## src/rtl/pipe_ctrl.sv

```systemverilog
// Pipeline control: merges stage stall requests, sequences exception flushes, runs a stall watchdog.
// Optional stall/flush statistics counters are built when PIPE_CTRL_STATS_EN is defined.
module pipe_ctrl #(
   parameter logic [31:0] EXC_BASE      = 32'h0000_0000,
   parameter int unsigned STALL_TIMEOUT = 1024
) (
   input  logic        clk,
   input  logic        rst,
   input  logic        stallreq_from_id,
   input  logic        stallreq_from_ex,
   input  logic        stallreq_from_mem,
   input  logic [31:0] excepttype_i,
   input  logic [31:0] cp0_epc_i,
   output logic [5:0]  stall,
   output logic        flush,
   output logic [31:0] new_pc,
   output logic        stall_timeout,
   output logic [31:0] stall_cnt_o,
   output logic [31:0] flush_cnt_o
);

   typedef enum logic [1:0] {
      ST_RUN,
      ST_STALLED,
      ST_FLUSH
   } state_t;

   localparam logic [31:0] C_EXC_INT_PC = EXC_BASE + 32'h20;
   localparam logic [31:0] C_EXC_GEN_PC = EXC_BASE + 32'h40;
   localparam logic [15:0] C_TIMEOUT    = 16'(STALL_TIMEOUT);

   state_t      r_state;
   state_t      w_state_next;
   logic [5:0]  w_stall_dec;
   logic        w_any_req;
   logic        w_take_exc;
   logic        w_stalled;
   logic [31:0] w_exc_pc;
   logic [31:0] r_new_pc;
   logic [15:0] r_wd_cnt;
   logic [16:0] w_wd_inc;
   logic        r_timeout;

   assign w_any_req  = stallreq_from_id | stallreq_from_ex | stallreq_from_mem;
   // Exceptions presented while the flush cycle is in progress are dropped.
   assign w_take_exc = (r_state != ST_FLUSH) && (excepttype_i != 32'h0);

   // Deepest requester wins: a stall freezes its own stage and everything upstream.
   always_comb begin
      w_stall_dec = 6'b000000;
      if (stallreq_from_mem)     w_stall_dec = 6'b011111;
      else if (stallreq_from_ex) w_stall_dec = 6'b001111;
      else if (stallreq_from_id) w_stall_dec = 6'b000111;
   end

   // NOTE: every output of this block gets a default first so no latch is inferred on any path.
   always_comb begin
      w_state_next = r_state;
      stall        = w_stall_dec;
      unique case (r_state)
         ST_FLUSH: begin
            w_state_next = ST_RUN;
            stall        = 6'b000000;
         end
         default: begin
            if (w_take_exc)     w_state_next = ST_FLUSH;
            else if (w_any_req) w_state_next = ST_STALLED;
            else                w_state_next = ST_RUN;
         end
      endcase
      if (rst) stall = 6'b000000;
   end

   // NOTE: state registers use non-blocking assignments so every flop samples pre-edge values.
   always_ff @(posedge clk) begin
      if (rst) r_state <= ST_RUN;
      else     r_state <= w_state_next;
   end

   always_comb begin
      w_exc_pc = C_EXC_GEN_PC;
      if (excepttype_i == 32'he)      w_exc_pc = cp0_epc_i;
      else if (excepttype_i == 32'h1) w_exc_pc = C_EXC_INT_PC;
   end

   always_ff @(posedge clk) begin
      if (rst)             r_new_pc <= 32'h0;
      else if (w_take_exc) r_new_pc <= w_exc_pc;
   end

   assign flush  = (r_state == ST_FLUSH);
   assign new_pc = r_new_pc;

   assign w_stalled = (stall != 6'b000000);
   assign w_wd_inc  = {1'b0, r_wd_cnt} + 17'd1;

   // Watchdog counts consecutive stalled cycles; it only observes stall, never drives it.
   always_ff @(posedge clk) begin
      if (rst) begin
         r_wd_cnt  <= 16'h0;
         r_timeout <= 1'b0;
      end else begin
         if (!w_stalled)               r_wd_cnt <= 16'h0;
         else if (r_wd_cnt != 16'hFFFF) r_wd_cnt <= w_wd_inc[15:0];
         if (w_stalled && (w_wd_inc >= {1'b0, C_TIMEOUT})) r_timeout <= 1'b1;
      end
   end

   assign stall_timeout = r_timeout;

`ifdef PIPE_CTRL_STATS_EN
   logic [31:0] r_stall_cnt;
   logic [31:0] r_flush_cnt;

   always_ff @(posedge clk) begin
      if (rst) begin
         r_stall_cnt <= 32'h0;
         r_flush_cnt <= 32'h0;
      end else begin
         if (w_stalled && (r_stall_cnt != 32'hFFFF_FFFF))  r_stall_cnt <= r_stall_cnt + 32'd1;
         if (w_take_exc && (r_flush_cnt != 32'hFFFF_FFFF)) r_flush_cnt <= r_flush_cnt + 32'd1;
      end
   end

   assign stall_cnt_o = r_stall_cnt;
   assign flush_cnt_o = r_flush_cnt;
`else
   assign stall_cnt_o = 32'h0;
   assign flush_cnt_o = 32'h0;
`endif

endmodule
```

## config.mk

```make
export PLATFORM = sky130hd
export DESIGN_NAME = pipe_ctrl
export DESIGN_NICKNAME = d
export VERILOG_FILES = /design/src/rtl/pipe_ctrl.sv
export SDC_FILE = /design/constraint.sdc
export NUM_CORES = 1
export LEC_CHECK = 0
export CAP_MARGIN = 0
export CORE_ASPECT_RATIO = 0.75
export CORE_UTILIZATION = 63
export DETAILED_ROUTE_END_ITERATION = 10
export DONT_BUFFER_PORTS = 1
export GPL_TIMING_DRIVEN = 0
export PLACE_DENSITY = 0.76
export SYNTH_ARGS = -nofsm -noshare
export SYNTH_HDL_FRONTEND = slang
export SYNTH_SLANG_ARGS = --single-unit
```

## constraint.sdc

```tcl
create_clock -name clk -period 2.26 [get_ports clk]
set_input_delay 0.226 -clock clk [delete_from_list [all_inputs] [get_ports clk]]
set_output_delay 0.226 -clock clk [all_outputs]
set_load 0.02 [all_outputs]
```

==> results of run 1 <==
worst max-delay path, stage by stage (launching register included):
cell and delay [ns]:
dfxtp_1 0.32, nor2b_1 0.12, clkbuf_2 0.29, nor2_1 0.13, o31ai_2 0.24, inv_2 0.22, buf_4 0.23
Yosys cell counts (all sizes together), types with 2 or more instances:
library cell  number
or4                4
buf               72
nor4              11
nand4              3
a21oi             13
or3                6
nor3               5
a211oi             2
o21ai              6
nor2b              2
inv                8
dfxtp             51
o31ai              3
ha                 2
nor2              13
clkbuf             6
nand2              7
xor2               2
xnor2              8
mux2i              2
a22o              30
nand3              9
and2               2
final cells by class:
| cell class | count | area share |
|---|---|---|
| multi-input cells | 207 | 0.4106 |
| inverters | 8 | 0.009905 |
| clock buffers | 6 | 0.02724 |
| plain buffers | 78 | 0.1853 |
| clock inverters | 2 | 0.005365 |
| flip-flops and latches | 51 | 0.3368 |
| well taps | 52 | 0.02146 |
| repair buffers | 1 | 0.003302 |
worst paths after layout:
| kind | from | to | cells past startpoint |
|---|---|---|---|
| worst max-delay path | r_state[1] | stall[1] | 6 |
| worst min-delay path | cp0_epc_i[28] | new_pc[28] | 1 |
| worst max register to register | r_wd_cnt[0] | stall_timeout | 6 |
| worst min register to register | r_wd_cnt[1] | r_wd_cnt[1] | 2 |
routing by layer:
layer	up-vias	GRT usage
li1	1008	-
met1	931	0.3071
met2	103	0.4955
met3	2	0.05354
met4	0	0.06044
met5	-	0
state kept, by name, indices dropped and copies added, names as in the netlist:
name / cells
new_pc: 32
r_state: 2
stall_timeout: 1
r_wd_cnt: 16
cells by family (layout without fill, tap and decap cells):
kind of cell	after synthesis	after routing
AO/OA/AOI/OAI	60	60
XOR/XNOR	10	10
adder cells (fa/ha/maj)	2	2
buffers and inverters	86	95
flip-flops	51	51
multiplexers	2	2
other	1	65
AND/OR/NAND/NOR	68	68
report_power, final:
| part | total [uW] | leakage [uW] | switching [uW] | internal (uW) |
|---|---|---|---|---|
| logic | 254 | 0.000916 | 156 | 98.1 |
| registers | 911 | 0.000412 | 7.46 | 904 |
| clock network | 545 | 0.0000474 | 295 | 250 |
| total | 1710 | 0.00137 | 459 | 1250 |
cell usage in the layout (no fill, tap or decap), types with 4 or more instances in the layout:
| master | count |
|---|---|
| a21oi_1 | 13 |
| a22o_1 | 30 |
| buf_2 | 5 |
| buf_4 | 67 |
| clkbuf_1 | 4 |
| clkbuf_8 | 7 |
| conb_1 | 65 |
| dfxtp_1 | 51 |
| inv_1 | 7 |
| nand2_1 | 7 |
| nand3_1 | 9 |
| nor2_1 | 13 |
| nor3_1 | 4 |
| nor4_1 | 11 |
| o21ai_0 | 6 |
| or3_1 | 6 |
| xnor2_1 | 8 |
stage by stage:
stage / utilization / power (uW) / std cells
final: 0.7970 / 1711 / 405
after global routing: 0.7970 / 1782 / 405
after CTS: 0.7938 / 1711 / 405
after detailed placement: 0.7648 / 1174 / 396
after global placement: 0.7648 / 1173 / 396
after floorplan: - / 1163 / 344
repair_timing:
action                     CTS  global route
resized for setup            1             4
setup endpoints to repair    2             9
hold endpoints to repair     4             0
hold buffers                 1             0
==> impl_metrics.yaml, run 1 <==
detailed_routing:
  drt-pass1-iter-count: 4
  post_drt_wl_per_cell_um: 14.54
  drcViolationCount: 0
  detail-route-antenna-nets: 0
  via_per_inst: 5.047
  wl_um: 5889
  routed.top_layer: "met4"
  wl_met1_um: 2389
  route.met3.wl_um: 402
  drt_first_iter_violations: 89
  wl_met2_um: 3063
  vias: 2044
timing:
  fin_setup_tns_ns: 0
  relSlewSlack: 0.4245
  tightest_slew_ns: 0.8582
  holdWs_ns: 0.04571
  rsz0062_at_grt: "no"
  post-route-period-util: 0.9084
  hold_viol: 0
  clock.fmax_mhz: 487.1
  fin_crit_ns: 2.053
  skew_ns: 0.009832
  setup_viol: 0
  slew_violations: 0
  postLayoutSetupSlackWorst_ns: 0.2071
floorplanning:
  fp-row-count: 19
  start_util: 0.6845
  core_area_um2: 3804
  dieArea_um2: 4397
  dieHeight_um: 57.68
  die_width_um: 76.24
  io_pins: 173
clocking:
  cts_tree: "done"
  cts_sinks: 51
  h-tree-depth: 2
  post_cts_buffers: 0
  cts_root_buffer: "clkbuf_8"
  worstSkewPairLatency_ns: 0.30
  cts_max_path_buffers: 2
  numCtsBuffers: 5
  clk_pin_slew_ns: 0.10
worst_setup_path:
  critPathArrivalTime_ns: 1.83
  cp_max_fo: 9
  end_kind: "output pin"
  crit_type: "register to output pin"
  required_ns: 2.03
  r2r_setup_slack_ns: 0.27
  critPathLaunchType: "register"
final_layout:
  drive_gt1_frac: 0.2635
  multi_input_area_um2: 1245
  nFillCells: 254
  nets: 423
  final_cell_area_um2: 3032
  syn2layout_area_growth_pct: 16.43
  seqCellArea_um2: 1021
  diodes: 0
grt:
  grt_pass1_wl_um: 9087
  grt_max_degree: 17
  grt_pass1_vias: 1841
  grt_use_total: 0.2611
  grt-ovfl-total: 0
  grt_antenna_before_repair: 0
logic_synthesis:
  muxShareOfSynthArea: 0.007689
  synth_compound_area_frac: 0.1749
  synth_top_cell_area_share: 0.3921
  postSynth.asyncResetShare: 0
  synthTopCellsByArea: "dfxtp_1, buf_4, a22o_1"
  synthAdderAreaFrac: 0.009611
  synth-main-ff-cell: "dfxtp_1"
  syn_area_per_cell_um2: 9.299
  synth_area_um2: 2604
  synth_edf_count: 0
  yosys.cell_types.count: 42
  synth_top_family_by_area: "buffers and inverters"
  synthSimpleGateAreaFrac: 0.1538
  synth_seq_cells: 51
  synth_xor_area_frac: 0.03364
  yosysTopAreaCell: "dfxtp_1"
  synth_cells: 280
  synth_seq_area_share: 0.3921
  ys_warn_count: 0
outcome:
  run_status: "finished, final reports clean"
pwr:
  power.density_nw_per_um2: 564.4
  ir_worst_vdd_mv: 0.5361
  leakage_uw: 0.001375
worst_hold_path:
  hp-class: "primary input to register"
placement:
  pre_cts_ws_ns: 0.09968
  gp_congestion: 0.8240
  io_buffers: 0
  placed_area_um2: 2909
  hpwl_um: 4624
flow_run:
  maxCapViolCount: 0
Note: power is estimated with default switching activity, not from simulation.
==> run 2: changes to the inputs <==
Settings changed: CORE_MARGIN set to 2, RECOVER_POWER set to 25.
==> run 2 against run 1 <==
Net effect: cell count increased by 0.74%; via count is 2.4% lower; combinational power about the same; sequential power about the same; global-route usage down 4.2 points; clock skew is 0.0032 ns lower; first-iteration DRC count shrank 18%; cell area barely moved; maximum frequency up 0.48%; largest power group unchanged.
==> impl_metrics.yaml, run 2 (synthesized netlist as in run 1, its figures left out) <==
grt:
  grt_antenna_before_repair: 0
  grt_pass1_wl_um: 7893
  grt_use_total: 0.2195
  grt-ovfl-total: 0
  grt_max_degree: 17
  grt_pass1_vias: 1718
timing:
  fin_setup_tns_ns: 0
  relSlewSlack: 0.4430
  post-route-period-util: 0.9040
  setup_viol: 0
  clock.fmax_mhz: 489.5
  slew_violations: 0
  holdWs_ns: 0.04015
  hold_viol: 0
  fin_crit_ns: 2.043
  tightest_slew_ns: 0.8304
  postLayoutSetupSlackWorst_ns: 0.2169
  skew_ns: 0.006635
  rsz0062_at_grt: "no"
floorplanning:
  fp-row-count: 20
  core_area_um2: 4004
  start_util: 0.6503
  die_width_um: 78.24
  dieArea_um2: 4669
  io_pins: 173
  dieHeight_um: 59.68
final_layout:
  drive_gt1_frac: 0.2606
  layout_common_cells: "buf_4, conb_1, dfxtp_1, a22o_1"
  diodes: 0
  largest_register_ffs: 32
  nets: 423
  final_common_cell: "buf_4"
  nFillCells: 318
  multi_input_area_um2: 1239
  stdcell_count: 408
  syn2layout_area_growth_pct: 16.34
  seqCellArea_um2: 1021
clocking:
  clk_pin_slew_ns: 0.09
  cts_sinks: 51
  numCtsBuffers: 5
  h-tree-depth: 2
  worstSkewPairLatency_ns: 0.30
  post_cts_buffers: 0
  cts_max_path_buffers: 2
  cts_tree: "done"
  cts_root_buffer: "clkbuf_8"
placement:
  hpwl_um: 4402
  gp_congestion: 0.8060
  pre_cts_ws_ns: 0.1705
  place_inst: 399
  io_buffers: 0
worst_setup_path:
  required_ns: 2.51
  crit_slowest_cell: "nor4b_1"
  critPathLaunchType: "register"
  end_kind: "register"
  crit_type: "register to register"
  critPathTopFamily: "simple AND/OR/NAND/NOR gates"
  slowest_delay_ns: 0.55
  cp_max_fo: 10
  path_cells: "nor2b_1 -> clkbuf_2 -> nor2_1 -> nor4b_1 -> clkbuf_1 -> a22o_1"
  critPathArrivalTime_ns: 2.29
  crit_buf_inv: 2
detailed_routing:
  wl_met1_um: 2226
  detail-route-antenna-nets: 0
  drt_first_iter_violations: 73
  routed.top_layer: "met4"
  wl_um: 5536
  route.met3.wl_um: 519
  drt-pass1-iter-count: 4
  wl_met2_um: 2732
  vias: 1995
  via_per_inst: 4.890
  drcViolationCount: 0
  post_drt_wl_per_cell_um: 13.57
outcome:
  run_status: "finished, final reports clean"
pwr:
  leakage_uw: 0.001373
  power.density_nw_per_um2: 565.0
  ir_worst_vdd_mv: 0.4550
  finalPower_uw: 1712
flow_run:
  maxCapViolCount: 0
worst_hold_path:
  hp-class: "primary input to register"
[run 2: cell count changes in the layout (fill, tap and decap cells not counted)]
cell / before / now
a2111oi_2: 1 / 0
nor3_2: 0 / 1
nor3_1: 4 / 3
a2111oi_1: 0 / 1
nor4b_2: 1 / 0
nor4b_1: 0 / 1
[run 2: area by class of cell]
type,count,area share
timing repair buffer,1,0.003304
inverter,8,0.009913
multi-input combinational,207,0.4089
tap,55,0.02272
clock buffer,6,0.02726
sequential,51,0.3371
clock inverter,2,0.005370
buffer,78,0.1855
[run 2: metrics by stage]
step                area [um2]    util
floorplan                 2844       -
global placement          2913  0.7275
detailed placement        2913  0.7275
CTS                       3023  0.7550
global route              3029  0.7566
finish                    3029  0.7566
[run 2: final timing paths]
| path | from | to | slack (ns) | cells past startpoint |
|---|---|---|---|---|
| hold / removal | cp0_epc_i[13] | new_pc[13] | 0.04 | 1 |
| setup / recovery | r_state[1] | new_pc[12] | 0.22 | 6 |
| hold reg to reg | r_wd_cnt[1] | r_wd_cnt[1] | 0.51 | 2 |
| setup reg to reg | r_state[1] | new_pc[12] | 0.22 | 6 |
[run 2: what timing repair did]
action                                  4_1_cts  5_1_grt
gates resized for setup                       1        3
endpoints found under the setup margin        2        3
hold buffers                                  1        0
hold endpoints to repair                      4        0
[run 2: metal layers]
metal,track usage,vias to the layer above
met5,0,-
met4,0.07769,0
met3,0.07402,6
met2,0.3842,103
met1,0.2567,881
li1,-,1005
[run 2: power breakdown]
group | total, uW | internal [uW] | switching [uW]
logic | 253 | 98.0 | 155
clock network | 547 | 250 | 297
registers | 911 | 904 | 7.45
total | 1710 | 1250 | 460
